**config.mk**
```make
export PLATFORM = sky130hd
export DESIGN_NAME = dmem_dump_flat
export DESIGN_NICKNAME = d
export VERILOG_FILES = /design/src/rtl/dmem_dump_pkg.sv /design/src/rtl/dmem_dump_if.sv /design/src/rtl/dmem_dump.sv /design/src/flat_wrapper.sv
export SDC_FILE = /design/constraint.sdc
export NUM_CORES = 1
export LEC_CHECK = 0
export ABC_AREA = 0
export CORE_MARGIN = 2
export CORE_UTILIZATION = 35
export CTS_BUF_LIST = sky130_fd_sc_hd__clkbuf_8
export DETAILED_ROUTE_END_ITERATION = 10
export GPL_ROUTABILITY_DRIVEN = 0
export SYNTH_ARGS = -nofsm -noshare
export SYNTH_HDL_FRONTEND = slang
export SYNTH_SLANG_ARGS = --single-unit
export TNS_END_PERCENT = 10
```
**constraint.sdc**
```tcl
create_clock -name clk -period 1.4 [get_ports clk]
set_input_delay 0.28 -clock clk [delete_from_list [all_inputs] [get_ports clk]]
set_output_delay 0.28 -clock clk [all_outputs]
set_load 0.005 [all_outputs]
```
**src/rtl/dmem_dump_pkg.sv**
```systemverilog
// ----------------------------------------------------------------------------
// x9_pkg -- shared definitions for the data-memory dump engine.
//
// Holds the dump FSM state encoding, the default address/data widths (shared
// with the data memory itself) and the beat record type used by consumers of
// the dump stream.
//
// Optional feature macro seen by users of this package: DMEM_DUMP_CHECKSUM_EN
// (adds the ST_CSUM state to the walk; the encoding is always present so the
// enum is identical in both builds).
// ----------------------------------------------------------------------------
package x9_pkg;

    // Default data-memory geometry: 256 bytes, byte wide.
    localparam int AW_DEF = 8;
    localparam int DW_DEF = 8;

    // Dump walk states. ST_CSUM is only reachable when the checksum beat is
    // compiled in.
    typedef enum logic [2:0] {
        ST_IDLE  = 3'd0,
        ST_ISSUE = 3'd1,
        ST_WAIT  = 3'd2,
        ST_SEND  = 3'd3,
        ST_CSUM  = 3'd4,
        ST_FIN   = 3'd5
    } dump_state_t;

    // One beat of the output stream at the default geometry.
    typedef struct packed {
        logic [DW_DEF-1:0] data;
        logic [AW_DEF-1:0] addr;
        logic              last;
    } beat_t;

endpackage : x9_pkg

```
**src/rtl/dmem_dump_if.sv**
```systemverilog
// ----------------------------------------------------------------------------
// dmem_dump_if -- valid/ready byte stream carrying dumped data memory.
//
// Signals:
//   tx_valid  source -> sink  beat valid
//   tx_ready  sink -> source  sink accepts beat when high with tx_valid
//   tx_data   source -> sink  byte
//   tx_addr   source -> sink  data-memory address of the byte
//   tx_last   source -> sink  final beat of the dump
//
// Modports: master (the dump engine), slave (host / bench consumer).
// ----------------------------------------------------------------------------
interface dmem_dump_if #(
    parameter int AW = 8,
    parameter int DW = 8
) ();

    logic          tx_valid;
    logic          tx_ready;
    logic [DW-1:0] tx_data;
    logic [AW-1:0] tx_addr;
    logic          tx_last;

    modport master (
        output tx_valid,
        output tx_data,
        output tx_addr,
        output tx_last,
        input  tx_ready
    );

    modport slave (
        input  tx_valid,
        input  tx_data,
        input  tx_addr,
        input  tx_last,
        output tx_ready
    );

endinterface : dmem_dump_if

```
**src/rtl/dmem_dump.sv**
```systemverilog
// ----------------------------------------------------------------------------
// dmem_dump -- read-out engine for the byte-wide data memory.
//
// On a start pulse in IDLE it latches a base address and a byte count, then
// walks that window of data memory through the memory's spare read port and
// streams every byte, tagged with its address, over a valid/ready port. The
// window wraps modulo DEPTH, so length == DEPTH dumps the whole memory.
//
// Ports:
//   clk        clock, all state updates on the rising edge
//   reset      synchronous, active-low
//   start      one-cycle dump request, only honoured in IDLE
//   base_addr  first address (sampled with start)
//   length     byte count 0..DEPTH (sampled with start)
//   mem_rd_en  read strobe to the data-memory spare port
//   mem_addr   read address, holds while mem_rd_en is low
//   mem_rdata  read data, valid one cycle after mem_rd_en
//   tx         dmem_dump_if.master output stream
//   busy       high whenever the FSM is not idle
//   finished   one-cycle pulse at the end of a dump
//
// Configuration macro: DMEM_DUMP_CHECKSUM_EN
//   When defined, one extra beat follows the data beats carrying the XOR of
//   all dumped bytes, addressed at the address after the last byte; tx_last
//   moves onto that beat. A zero-length dump then emits a lone 0x00 beat.
//
// All outputs are registers or decodes of the state register; nothing from
// start or tx_ready reaches an output combinationally.
// ----------------------------------------------------------------------------
module dmem_dump
    import x9_pkg::*;
#(
    parameter int AW = AW_DEF,
    parameter int DW = DW_DEF
) (
    input  logic          clk,
    input  logic          reset,
    input  logic          start,
    input  logic [AW-1:0] base_addr,
    input  logic [AW:0]   length,
    output logic          mem_rd_en,
    output logic [AW-1:0] mem_addr,
    input  logic [DW-1:0] mem_rdata,
    dmem_dump_if.master   tx,
    output logic          busy,
    output logic          finished
);

    // ------------------------------------------------------------------
    // State and datapath registers
    // ------------------------------------------------------------------
    dump_state_t   state_reg;
    dump_state_t   state_next;

    logic [AW-1:0] addr_reg;       // address of the byte currently in flight
    logic [AW:0]   remaining_reg;  // bytes not yet handed off, incl. current
    logic [AW-1:0] mem_addr_reg;   // read address presented to the memory
    logic [DW-1:0] tx_data_reg;
    logic [AW-1:0] tx_addr_reg;
    logic          tx_last_reg;

`ifdef DMEM_DUMP_CHECKSUM_EN
    logic [DW-1:0] csum_reg;       // running XOR of bytes read so far
`endif

    // Derived helpers
    logic          handshake;
    logic          last_data;      // the beat in SEND is the final data byte
    logic [AW-1:0] addr_inc;       // wraps naturally at DEPTH

    assign handshake = tx.tx_ready;
    assign last_data = (remaining_reg == (AW+1)'(1));
    assign addr_inc  = addr_reg + 1'b1;

    // ------------------------------------------------------------------
    // Process 1: state register
    // ------------------------------------------------------------------
    always_ff @(posedge clk) begin
        if (!reset) begin
            state_reg <= ST_IDLE;
        end else begin
            state_reg <= state_next;
        end
    end

    // ------------------------------------------------------------------
    // Process 2: next-state logic
    // ------------------------------------------------------------------
    always_comb begin
        state_next = state_reg;
        case (state_reg)
            ST_IDLE: begin
                if (start) begin
                    if (length == '0) begin
`ifdef DMEM_DUMP_CHECKSUM_EN
                        // Nothing to read, but the checksum beat is still owed.
                        state_next = ST_CSUM;
`else
                        state_next = ST_FIN;
`endif
                    end else begin
                        state_next = ST_ISSUE;
                    end
                end
            end
            ST_ISSUE: state_next = ST_WAIT;
            ST_WAIT:  state_next = ST_SEND;
            ST_SEND: begin
                if (handshake) begin
                    if (last_data) begin
`ifdef DMEM_DUMP_CHECKSUM_EN
                        state_next = ST_CSUM;
`else
                        state_next = ST_FIN;
`endif
                    end else begin
                        state_next = ST_ISSUE;
                    end
                end
            end
            ST_CSUM: begin
                if (handshake) begin
                    state_next = ST_FIN;
                end
            end
            ST_FIN:  state_next = ST_IDLE;
            default: state_next = ST_IDLE;
        endcase
    end

    // ------------------------------------------------------------------
    // Process 3: outputs, decoded from state or taken from registers
    // ------------------------------------------------------------------
    always_comb begin
        mem_rd_en   = (state_reg == ST_ISSUE);
        mem_addr    = mem_addr_reg;
        tx.tx_valid = (state_reg == ST_SEND) || (state_reg == ST_CSUM);
        tx.tx_data  = tx_data_reg;
        tx.tx_addr  = tx_addr_reg;
        tx.tx_last  = tx_last_reg;
        busy        = (state_reg != ST_IDLE);
        finished    = (state_reg == ST_FIN);
    end

    // ------------------------------------------------------------------
    // Datapath: address/count walk, beat capture, optional checksum
    // ------------------------------------------------------------------
    always_ff @(posedge clk) begin
        if (!reset) begin
            addr_reg      <= '0;
            remaining_reg <= '0;
            mem_addr_reg  <= '0;
            tx_data_reg   <= '0;
            tx_addr_reg   <= '0;
            tx_last_reg   <= 1'b0;
`ifdef DMEM_DUMP_CHECKSUM_EN
            csum_reg      <= '0;
`endif
        end else begin
            case (state_reg)
                ST_IDLE: begin
                    if (start) begin
                        addr_reg      <= base_addr;
                        remaining_reg <= length;
                        // mem_addr only moves when a read is about to issue.
                        if (length != '0) begin
                            mem_addr_reg <= base_addr;
                        end
`ifdef DMEM_DUMP_CHECKSUM_EN
                        csum_reg <= '0;
                        if (length == '0) begin
                            tx_data_reg <= '0;
                            tx_addr_reg <= base_addr;
                            tx_last_reg <= 1'b1;
                        end
`endif
                    end
                end

                ST_WAIT: begin
                    // Read data from the ISSUE cycle is on mem_rdata now.
                    tx_data_reg <= mem_rdata;
                    tx_addr_reg <= addr_reg;
`ifdef DMEM_DUMP_CHECKSUM_EN
                    tx_last_reg <= 1'b0;
                    csum_reg    <= csum_reg ^ mem_rdata;
`else
                    tx_last_reg <= last_data;
`endif
                end

                ST_SEND: begin
                    if (handshake) begin
                        remaining_reg <= remaining_reg - 1'b1;
                        addr_reg      <= addr_inc;
                        if (!last_data) begin
                            mem_addr_reg <= addr_inc;
                        end
`ifdef DMEM_DUMP_CHECKSUM_EN
                        // csum_reg already includes the byte in this beat.
                        if (last_data) begin
                            tx_data_reg <= csum_reg;
                            tx_addr_reg <= addr_inc;
                            tx_last_reg <= 1'b1;
                        end
`endif
                    end
                end

                default: begin
                end
            endcase
        end
    end

endmodule : dmem_dump
```
**src/flat_wrapper.sv**
```systemverilog
// flat-port wrapper written by rule: the top's interface ports become plain ports
module dmem_dump_flat import x9_pkg::*;
#(
    parameter int AW = AW_DEF,
    parameter int DW = DW_DEF
)
  (clk, reset, start, base_addr, length, mem_rd_en, mem_addr, mem_rdata, busy, finished, tx_tx_valid, tx_tx_data, tx_tx_addr, tx_tx_last, tx_tx_ready);
  dmem_dump_if #(.AW(AW), .DW(DW)) tx_i ();
  input  logic clk;
  input  logic reset;
  input  logic start;
  input  logic [AW-1:0] base_addr;
  input  logic [AW:0] length;
  output logic mem_rd_en;
  output logic [AW-1:0] mem_addr;
  input  logic [DW-1:0] mem_rdata;
  output logic busy;
  output logic finished;
  output wire logic [$bits(tx_i.tx_valid)-1:0] tx_tx_valid;
  output wire logic [$bits(tx_i.tx_data)-1:0] tx_tx_data;
  output wire logic [$bits(tx_i.tx_addr)-1:0] tx_tx_addr;
  output wire logic [$bits(tx_i.tx_last)-1:0] tx_tx_last;
  input wire logic [$bits(tx_i.tx_ready)-1:0] tx_tx_ready;
  assign tx_tx_valid = tx_i.tx_valid;
  assign tx_tx_data = tx_i.tx_data;
  assign tx_tx_addr = tx_i.tx_addr;
  assign tx_tx_last = tx_i.tx_last;
  assign tx_i.tx_ready = tx_tx_ready;
  dmem_dump #(.AW(AW), .DW(DW)) u_core (.clk(clk), .reset(reset), .start(start), .base_addr(base_addr), .length(length), .mem_rd_en(mem_rd_en), .mem_addr(mem_addr), .mem_rdata(mem_rdata), .tx(tx_i), .busy(busy), .finished(finished));
endmodule
```
* Word level (Yosys, flattened, before mapping)
Index checks and enable logic that the tools add are counted.
** Cells by class
- Add/subtract/negate cells :: 2
- Eq/ne operators :: 11
- Muxes and demuxes :: 17
- Reduce and logical (&&, ||, !) cells :: 9
** Operator list (number)
- 2-to-1 mux 8 bit :: 6
- one-hot mux 8 bit (2 select lines) :: 2
- 2-to-1 mux 9 bit :: 2
- one-hot mux 9 bit (2 select lines) :: 1
- 2-to-1 mux 3 bit :: 5
- one-hot mux 3 bit (5 select lines) :: 1
- equality test 9 x 1 -> 1 bit (second input constant) :: 1
- zero test 9 bit :: 1
- nonzero test 9 bit :: 1
- subtractor 9 x 1 -> 9 bit (second input constant) :: 1
- adder 8 x 1 -> 8 bit (second input constant) :: 1
- inequality test 2 bit (second input constant) :: 4
- equality test 3 x 2 -> 1 bit (second input constant) :: 2
- equality test 3 bit (second input constant) :: 2
- AND reduction 3 bit :: 2
- AND reduction 5 bit :: 1
- equality test 3 x 1 -> 1 bit (second input constant) :: 1
- zero test 3 bit :: 1
- nonzero test 3 bit :: 1
- inequality test 2 x 1 -> 1 bit (second input constant) :: 1
- nonzero test 2 bit :: 1
- logical OR 1 bit :: 1
** Storage, ports and cells
- Bits in registers :: 45
- Input bits :: 29
- Output and inout port bits :: 29
- Word-level logic and storage cells :: 46

* Longest topological paths before layout
Gate-level depths: netlist of the first run.
- Depth in word-level cells :: 4
- Gate-level depth with buffers :: 8
- Gate-level depth less buffers :: 7

* Least setup slack after synthesis of the first run
No wires, ideal clock.
- Kind :: reg-to-reg
- From :: reg u_core.remaining_reg[0]
- To :: reg u_core.remaining_reg[4]
- Data arrival time :: 1393 ps
- Slack :: -52 ps
- Stages on the path, launching flop included :: 8
- Buffers on the path :: 0
- Cells stage by stage :: dfxtp_1 > inv_1 > ha_1 > nor3b_1 > nand2_1 > a2bb2oi_1 > o21ai_0 > and2_1
** On the way
- Cells in the longest elaborated chain, start to end :: 3
** RTL lines
- start: declaration :: line dmem_dump.sv:56 : logic [AW:0] remaining_reg;
- start signal: assignment :: line dmem_dump.sv:164 : remaining_reg <= length;
- start signal: assignment :: line dmem_dump.sv:194 : remaining_reg <= remaining_reg - 1'b1;
- subtractor 9 x 1 -> 9 bit :: line dmem_dump.sv:194
- 2-to-1 mux 9 bit :: line dmem_dump.sv:193 : if (handshake) begin
- one-hot mux 9 bit (2 select lines) :: line dmem_dump.sv:160 : case (state_reg)
No other way between the ends. The select of a mux whose other input is x is not followed.
A chain may end at the register's enable or synchronous reset.

* Worst setup path after layout of the first run
- From :: reg u_core.remaining_reg[1]
- To :: reg u_core.mem_addr_reg[1], in the netlist u_core.mem_addr[1]
** On the way
- Cells in the longest elaborated chain, start to end :: 3
** RTL lines
- equality test 9 x 1 -> 1 bit :: line dmem_dump.sv:72 : assign last_data = (remaining_reg == (AW+1)'(1));
- inequality test 2 bit (no source line)
- AND reduction 5 bit (no source line)
- end signal: assignment :: line dmem_dump.sv:167 : mem_addr_reg <= base_addr;
- end signal: assignment :: line dmem_dump.sv:197 : mem_addr_reg <= addr_inc;
- end: declaration :: line dmem_dump.sv:57 : logic [AW-1:0] mem_addr_reg;
No other way between the ends.

==> impl_results.md, run 1 <==
- Cell taking the most area after synthesis: dfxtp_1
- GRT Total Usage: 18.2%
- Commonest cells post-synth: nand2_1, dfxtp_1, nor2_1
- Die width: between 80 and 90 um
- Max FFs per register: 9
- Crit-path max FO: 7
- Failing checks: negative setup slack
- Fillers: a little under 700
- CP cell instances: inv_2 -> ha_1 -> nor4b_2 -> buf_4 -> nand3_4 -> buf_4 -> nand3_4 -> a21o_1 -> a21boi_2
- Share of post-route cells with drive strength above 1: 36.9%
- First-pass GRT wire length: ~11000 um
- Total CTS buffers: 5
- Starting DRC count in detailed routing: 113
- Syn nets: 323
- Setup ws final: -0.159 ns
- Achievable Freq: between 600 and 700 MHz
- H-tree depth: 2
- Fraction of registers with async set/reset: 0%
- Slowest Stage Delay on Critical Path: 0.35 ns
- Buffers on Ports: 57
- Hold buffer count at CTS: 0
- Worst Max-Slew Pin Slew: 0.287 ns
- Slowest cell on crit path: dfxtp_2
- Top-count cell post-synth: nand2_1
- Worst R2R Path Depth: 9
- Clk_lat worst skew: 0.31 ns
- Die area: roughly 0.008 mm2
- Post-synth EDFFs: 0
- Core area: 0.00683 mm2
- Final total power: 3.63 mW
- Drt pass-1 iters: 5
- Final nets: around 440
- Slew headroom: 80.7%
- Clock Sinks: 45
- Vias per cell: 4.83
- Maximum vdd ir drop: 468 uV
- Ports: 58
- Status: finished, violations left
- Footprint of the multi-input gates: between 0.001 and 0.0015 mm2
- Pin count of the biggest net entering global routing: 32
- Critical Path RT: approximately 1.7 ns
- Ys flop type: dfxtp_1
- Initial Util: 36.3%
- P_leak: about 1.7 nW
- Synth top area share: 36.3%
- Post-Synthesis Cell Area: 0.00248 mm2
- RSZ-0062 raised after global routing: true
- Final hold vios: 0
- Routed wire per std cell: 13.2 um
- Area of placed instances: 0.00346 mm2
- Synth area leaders: dfxtp_1, nand2_1, a21boi_0
- Ant diodes: 0
- Worst flop-to-flop path startpoint: u_core.remaining_reg[1]$_SDFFE_PN0P_
- Clock Skews: 0.00383 ns
- Root buf cell: clkbuf_8
- Final hold slack: 0.453 ns
- Final setup fails: 29
- Post-Place Setup Slack: -0.424 ns
- Cell variety after synth: 52
- Drt drc: 0
- Final instance area: approximately 0.0038 mm2
- Clock Pin Slew Worst Setup and Hold Paths: about 0.090 ns
- FP Rows: 30
- Hold Path Stages: 2
- Routed Antenna Nets: 0
- Global route overflow: 0
- Pwr Density: 950 mW/mm2
- Post-synthesis sequential area ratio: 36.3%
- Tmin final: 1.56 ns
- CTS tree: built
- Fin crit share: 111%
- Max cap viols: 0
- CP Data Arrival Time: 1.81 ns
- Total length of routed wires: roughly 6600 um
- Via count: around 2400
- Pins Over Slew Limit: 0
- Worst Setup End Kind: flop
- Synth Instances: 291
- Synth warnings: 0
- Worst reg2reg path endpoint: u_core.mem_addr[1]$_SDFFE_PN0P_
- Die height: slightly below 90 um
- Initial antenna violation count: 0
- Number of global-route vias before repair: approximately 2300
- HP Class: reg -> reg
- HPWL Detailed: about 4500 um
- Post-layout util: 56.0%
- Syn-to-layout area delta: 54.2%
- Post-Syn Area per Cell: ~8.5 um2
- Storage element area: 936 um2
- Reg2reg setup slack: -0.16 ns
- Post-synthesis register bit count: 45
- Hold path startpoint: u_core.mem_addr[4]$_SDFFE_PN0P_
- WHS Endpoint: u_core.mem_addr[4]$_SDFFE_PN0P_
- Clk buf depth: 2
- CP Launch Type: flop
- WS Path Type: reg -> reg
routing by layer:
layer	vias up	track usage [%]	wire, um
met5	-	0	0
met4	0	6.06	119
met3	7	3.68	395
met2	61	28.2	2940
met1	1110	25.4	3150
li1	1236	-	-
power breakdown:
group          switching (mW)  internal, mW
combinational           0.423         0.536
clock                   0.496         0.719
sequential             0.0815          1.38
total                    1.00          2.63
kinds of logic after synthesis:
| kind of cell | Yosys count | share of synthesized area, % |
|---|---|---|
| AOI/OAI and AO/OA | 76 | 21.9 |
| xor gates and xnor gates | 6 | 2.12 |
| adders and majority gates | 3 | 1.51 |
| buffers and inverters | 24 | 7.67 |
| DFF | 45 | 36.3 |
| and+or+nand+nor | 137 | 30.4 |
cell type report:
| class | instances | area share (%) |
|---|---|---|
| Inverter | 3 | 0.295 |
| Tap cell | 96 | 3.14 |
| Clock buffer | 5 | 1.80 |
| Sequential cell | 45 | 24.5 |
| Multi-Input combinational cell | 223 | 39.1 |
| Timing Repair Buffer | 125 | 29.4 |
| Clock inverter | 3 | 1.80 |
critical path, delay by kind of cell, from the launching register on:
family / cells / cell delay (ns)
DFF: 1 / 0.35
and+or+nand+nor: 3 / 0.36
adders and majority gates: 1 / 0.17
buffers and inverters: 3 / 0.32
AOI/OAI and AO/OA: 2 / 0.30
cells in the final DEF (no fill, tap or decap), drive strengths merged, types with 3 or more instances in the layout:
master	count
a21boi	25
a21oi	6
and2	3
and3	9
buf	71
clkbuf	5
clkdlybuf4s50	29
dfxtp	45
dlygate4sd2	24
ha	3
inv	4
nand2	62
nand3	18
nor2	26
nor3b	3
nor4	3
o211a	3
o21ai	25
o31ai	4
xnor2	3
xor2	3
what timing repair did:
item	CTS	global route
setup buffers	13	0
setup endpoints to repair	62	48
pin swaps	10	9
endpoints found under the hold margin	0	0
resized for setup	86	18
cloned	1	0
worst max path at each step:
stage | start | end | slack (ns) | cells past startpoint
3_5_place_dp | tx_tx_ready | u_core.mem_addr[1]$_SDFFE_PN0P_ | -0.42 | 6
2_1_floorplan | u_core.remaining_reg[1]$_SDFFE_PN0P_ | u_core.mem_addr[7]$_SDFFE_PN0P_ | 0.02 | 8
4_1_cts | u_core.state_reg[0]$_SDFFE_PN0P_ | u_core.mem_addr[1]$_SDFFE_PN0P_ | -0.16 | 7
6_report | u_core.remaining_reg[1]$_SDFFE_PN0P_ | u_core.mem_addr[1]$_SDFFE_PN0P_ | -0.16 | 9
3_3_place_gp | start | u_core.mem_addr[1]$_SDFFE_PN0P_ | -0.39 | 6
5_1_grt | u_core.state_reg[0]$_SDFFE_PN0P_ | u_core.mem_addr[7]$_SDFFE_PN0P_ | -0.24 | 6
per-stage QoR:
step,TNS [ns],instances
after detailed placement,-9.61,478
after CTS,-3.07,500
after floorplan,0,291
after global placement,-8.66,478
final,-2.68,500
after global routing,-5.22,500
Note: power is estimated with default switching activity, not from simulation.
==> inputs of run 2 (changes only) <==
--- a/config.mk
+++ b/config.mk
@@ -10,7 +10,9 @@
 export CORE_UTILIZATION = 35
 export CTS_BUF_LIST = sky130_fd_sc_hd__clkbuf_8
 export DETAILED_ROUTE_END_ITERATION = 10
+export DONT_BUFFER_PORTS = 1
 export GPL_ROUTABILITY_DRIVEN = 0
+export GPL_TIMING_DRIVEN = 1
 export SYNTH_ARGS = -nofsm -noshare
 export SYNTH_HDL_FRONTEND = slang
 export SYNTH_SLANG_ARGS = --single-unit
==> impl_results.md, run 2 (synthesis gave the netlist of run 1 again) <==
- Status: finished, violations left
- Failing checks: negative setup slack
- Stages on worst setup path: 8
- Fin Setup TNS: -2.32 ns
- Tmin final: 1.57 ns
- Bufs and invs on worst path: 4
- P_leak: 1.26 nW
- CP cell instances: buf_6 -> nor3b_4 -> buf_6 -> o21bai_4 -> buf_12 -> buf_6 -> o211ai_1 -> o21ai_1
- Root buf cell: clkbuf_8
- Critical Path RT: 1.60 ns
- Slowest cell on crit path: dfxtp_4
- Max cap viols: 0
- Pins Over Slew Limit: 0
- FP Rows: 30
- Final setup fails: 28
- Drt pass-1 iters: 4
- Clock Sinks: 45
- GRT Total Usage: 14.9%
- Vias per cell: 5.02
- Worst Setup End Kind: flop
- Via count: about 2100
- Final hold slack: between 0.07 and 0.08 ns
- Setup ws final: -0.168 ns
- CP most frequent cell: buf_6
- Die area: 0.00777 mm2
- Slowest Stage Delay on Critical Path: roughly 0.37 ns
- Crit-path max FO: 7
- M1 WL: 2870 um
- CTS tree: built
- WS Path Type: reg -> reg
- HPWL Detailed: 4310 um
- Post-Place Setup Slack: -0.154 ns
- Most common cell after layout, fill and taps aside: nand2_1
- First-pass GRT wire length: 8990 um
- Total CTS buffers: 5
- H-tree depth: 2
- Initial antenna violation count: 0
- Total length of routed wires: 6230 um
- Clock Skews: 0.00461 ns
- Die width: 88.2 um
- Final hold vios: 0
- Worst R2R Path Depth: 8
- CP Launch Type: flop
- Post-layout util: 46.1%
- Buffers on Ports: 0
- Die height: 88.2 um
- Ports: 58
- Clk buf depth: 2
- Clock Pin Slew Worst Setup and Hold Paths: 0.10 ns
- Global route overflow: 0
- Number of global-route vias before repair: 1846
- Pin count of the biggest net entering global routing: 54
- Drt drc: 0
- Share of post-route cells with drive strength above 1: 33.7%
- Maximum vdd ir drop: 392 uV
- RSZ-0062 raised after global routing: true
- Max FFs per register: 9
- Clk_lat worst skew: a little over 0.3 ns
- Worst Max-Slew Pin Slew: 0.312 ns
- Ant diodes: 0
- Core area: just under 0.007 mm2
- Final total power: between 3 and 4 mW
- Hold buffer count at CTS: 0
- Hold Path Stages: 2
- Cell family with most CP delay: buffers and inverters
- Highest routed layer: met4
- Slew headroom: 79.0%
- Pwr Density: 1000 mW/mm2
- CP Data Arrival Time: 1.77 ns
- Initial Util: 36.3%
- HP Class: in -> reg
- Metal3 WL: roughly 450 um
- Routed Antenna Nets: 0
- Starting DRC count in detailed routing: 91
- Met2 WL: approximately 2900 um
- Fin crit share: 112%
- Most frequent cells in the layout: nand2_1, dfxtp_1, buf_4, nor2_1, a21boi_0
- Syn-to-layout area delta: 27.1%
- Routed wire per std cell: 14.9 um
- Final nets: 354
- Achievable Freq: 638 MHz
## run 2: cell types whose count changed in the layout (fill, tap and decap cells not counted), moves of 3 or more
| cell | change |
|---|---|
| buf_4 | -30 |
| clkdlybuf4s50_1 | -29 |
| dfxtp_1 | +18 |
| dfxtp_2 | -18 |
| dlygate4sd2_1 | -24 |
| nand2_1 | -3 |
| o21ai_2 | +3 |
## run 2: what timing repair did
item	in CTS	in global routing
cloned	0	2
endpoints found under the setup margin	46	45
pin swaps	11	15
setup buffers	0	7
gates resized for setup	19	43
## run 2: layer usage
metal	vias up	global-route usage, %
met5	-	0
met4	0	4.13
met3	7	4.71
met2	53	22.5
met1	970	20.6
li1	1072	-
## run 2: final timing paths
check	startpoint	end	slack (ns)
min	reset	u_core.remaining_reg[3]$_SDFFE_PN0P_	0.07
max	u_core.state_reg[0]$_SDFFE_PN0P_	u_core.remaining_reg[8]$_SDFFE_PN0P_	-0.17
max reg2reg	u_core.state_reg[0]$_SDFFE_PN0P_	u_core.remaining_reg[8]$_SDFFE_PN0P_	-0.17
min reg2reg	u_core.state_reg[2]$_SDFFE_PN0P_	u_core.state_reg[1]$_SDFFE_PN0P_	0.46
## run 2: final cells by class
type / count / area [um2]
clock buffers: 5 / 68.8
multi-input cells: 222 / 1530
inverters: 3 / 11.3
fillers: 670 / 3680
clock inverters: 3 / 25.0
flip-flops and latches: 45 / 913
repair buffers: 45 / 484
well taps: 96 / 120
## run 2: power by group
group	internal (mW)	leakage [nW]	switching, mW
Combinational	0.452	0.847	0.370
Clock	0.361	0.0447	0.513
Sequential	1.37	0.371	0.0980
## run 2: metrics by stage
step | instance area, um2 | std cells
2_1_floorplan | 2480 | 291
3_3_place_gp | 2760 | 402
3_5_place_dp | 2760 | 402
4_1_cts | 2900 | 410
5_1_grt | 3150 | 419
6_report | 3150 | 419
## run 2: worst register-to-register path: stages, from the launching register on
cell and delay, ns:
dfxtp_4 0.37, buf_6 0.11, nor3b_4 0.22, buf_6 0.14
o21bai_4 0.09, buf_12 0.16, buf_6 0.11, o211ai_1 0.17
o21ai_1 0.08
==> inputs of run 3 (changes only) <==
--- a/config.mk
+++ b/config.mk
@@ -6,6 +6,7 @@
 export NUM_CORES = 1
 export LEC_CHECK = 0
 export ABC_AREA = 0
+export CAP_MARGIN = 20
 export CORE_MARGIN = 2
 export CORE_UTILIZATION = 35
 export CTS_BUF_LIST = sky130_fd_sc_hd__clkbuf_8
==> results of run 3 <==
No change in the layout: final DEF, timing and power equal those of run 2.
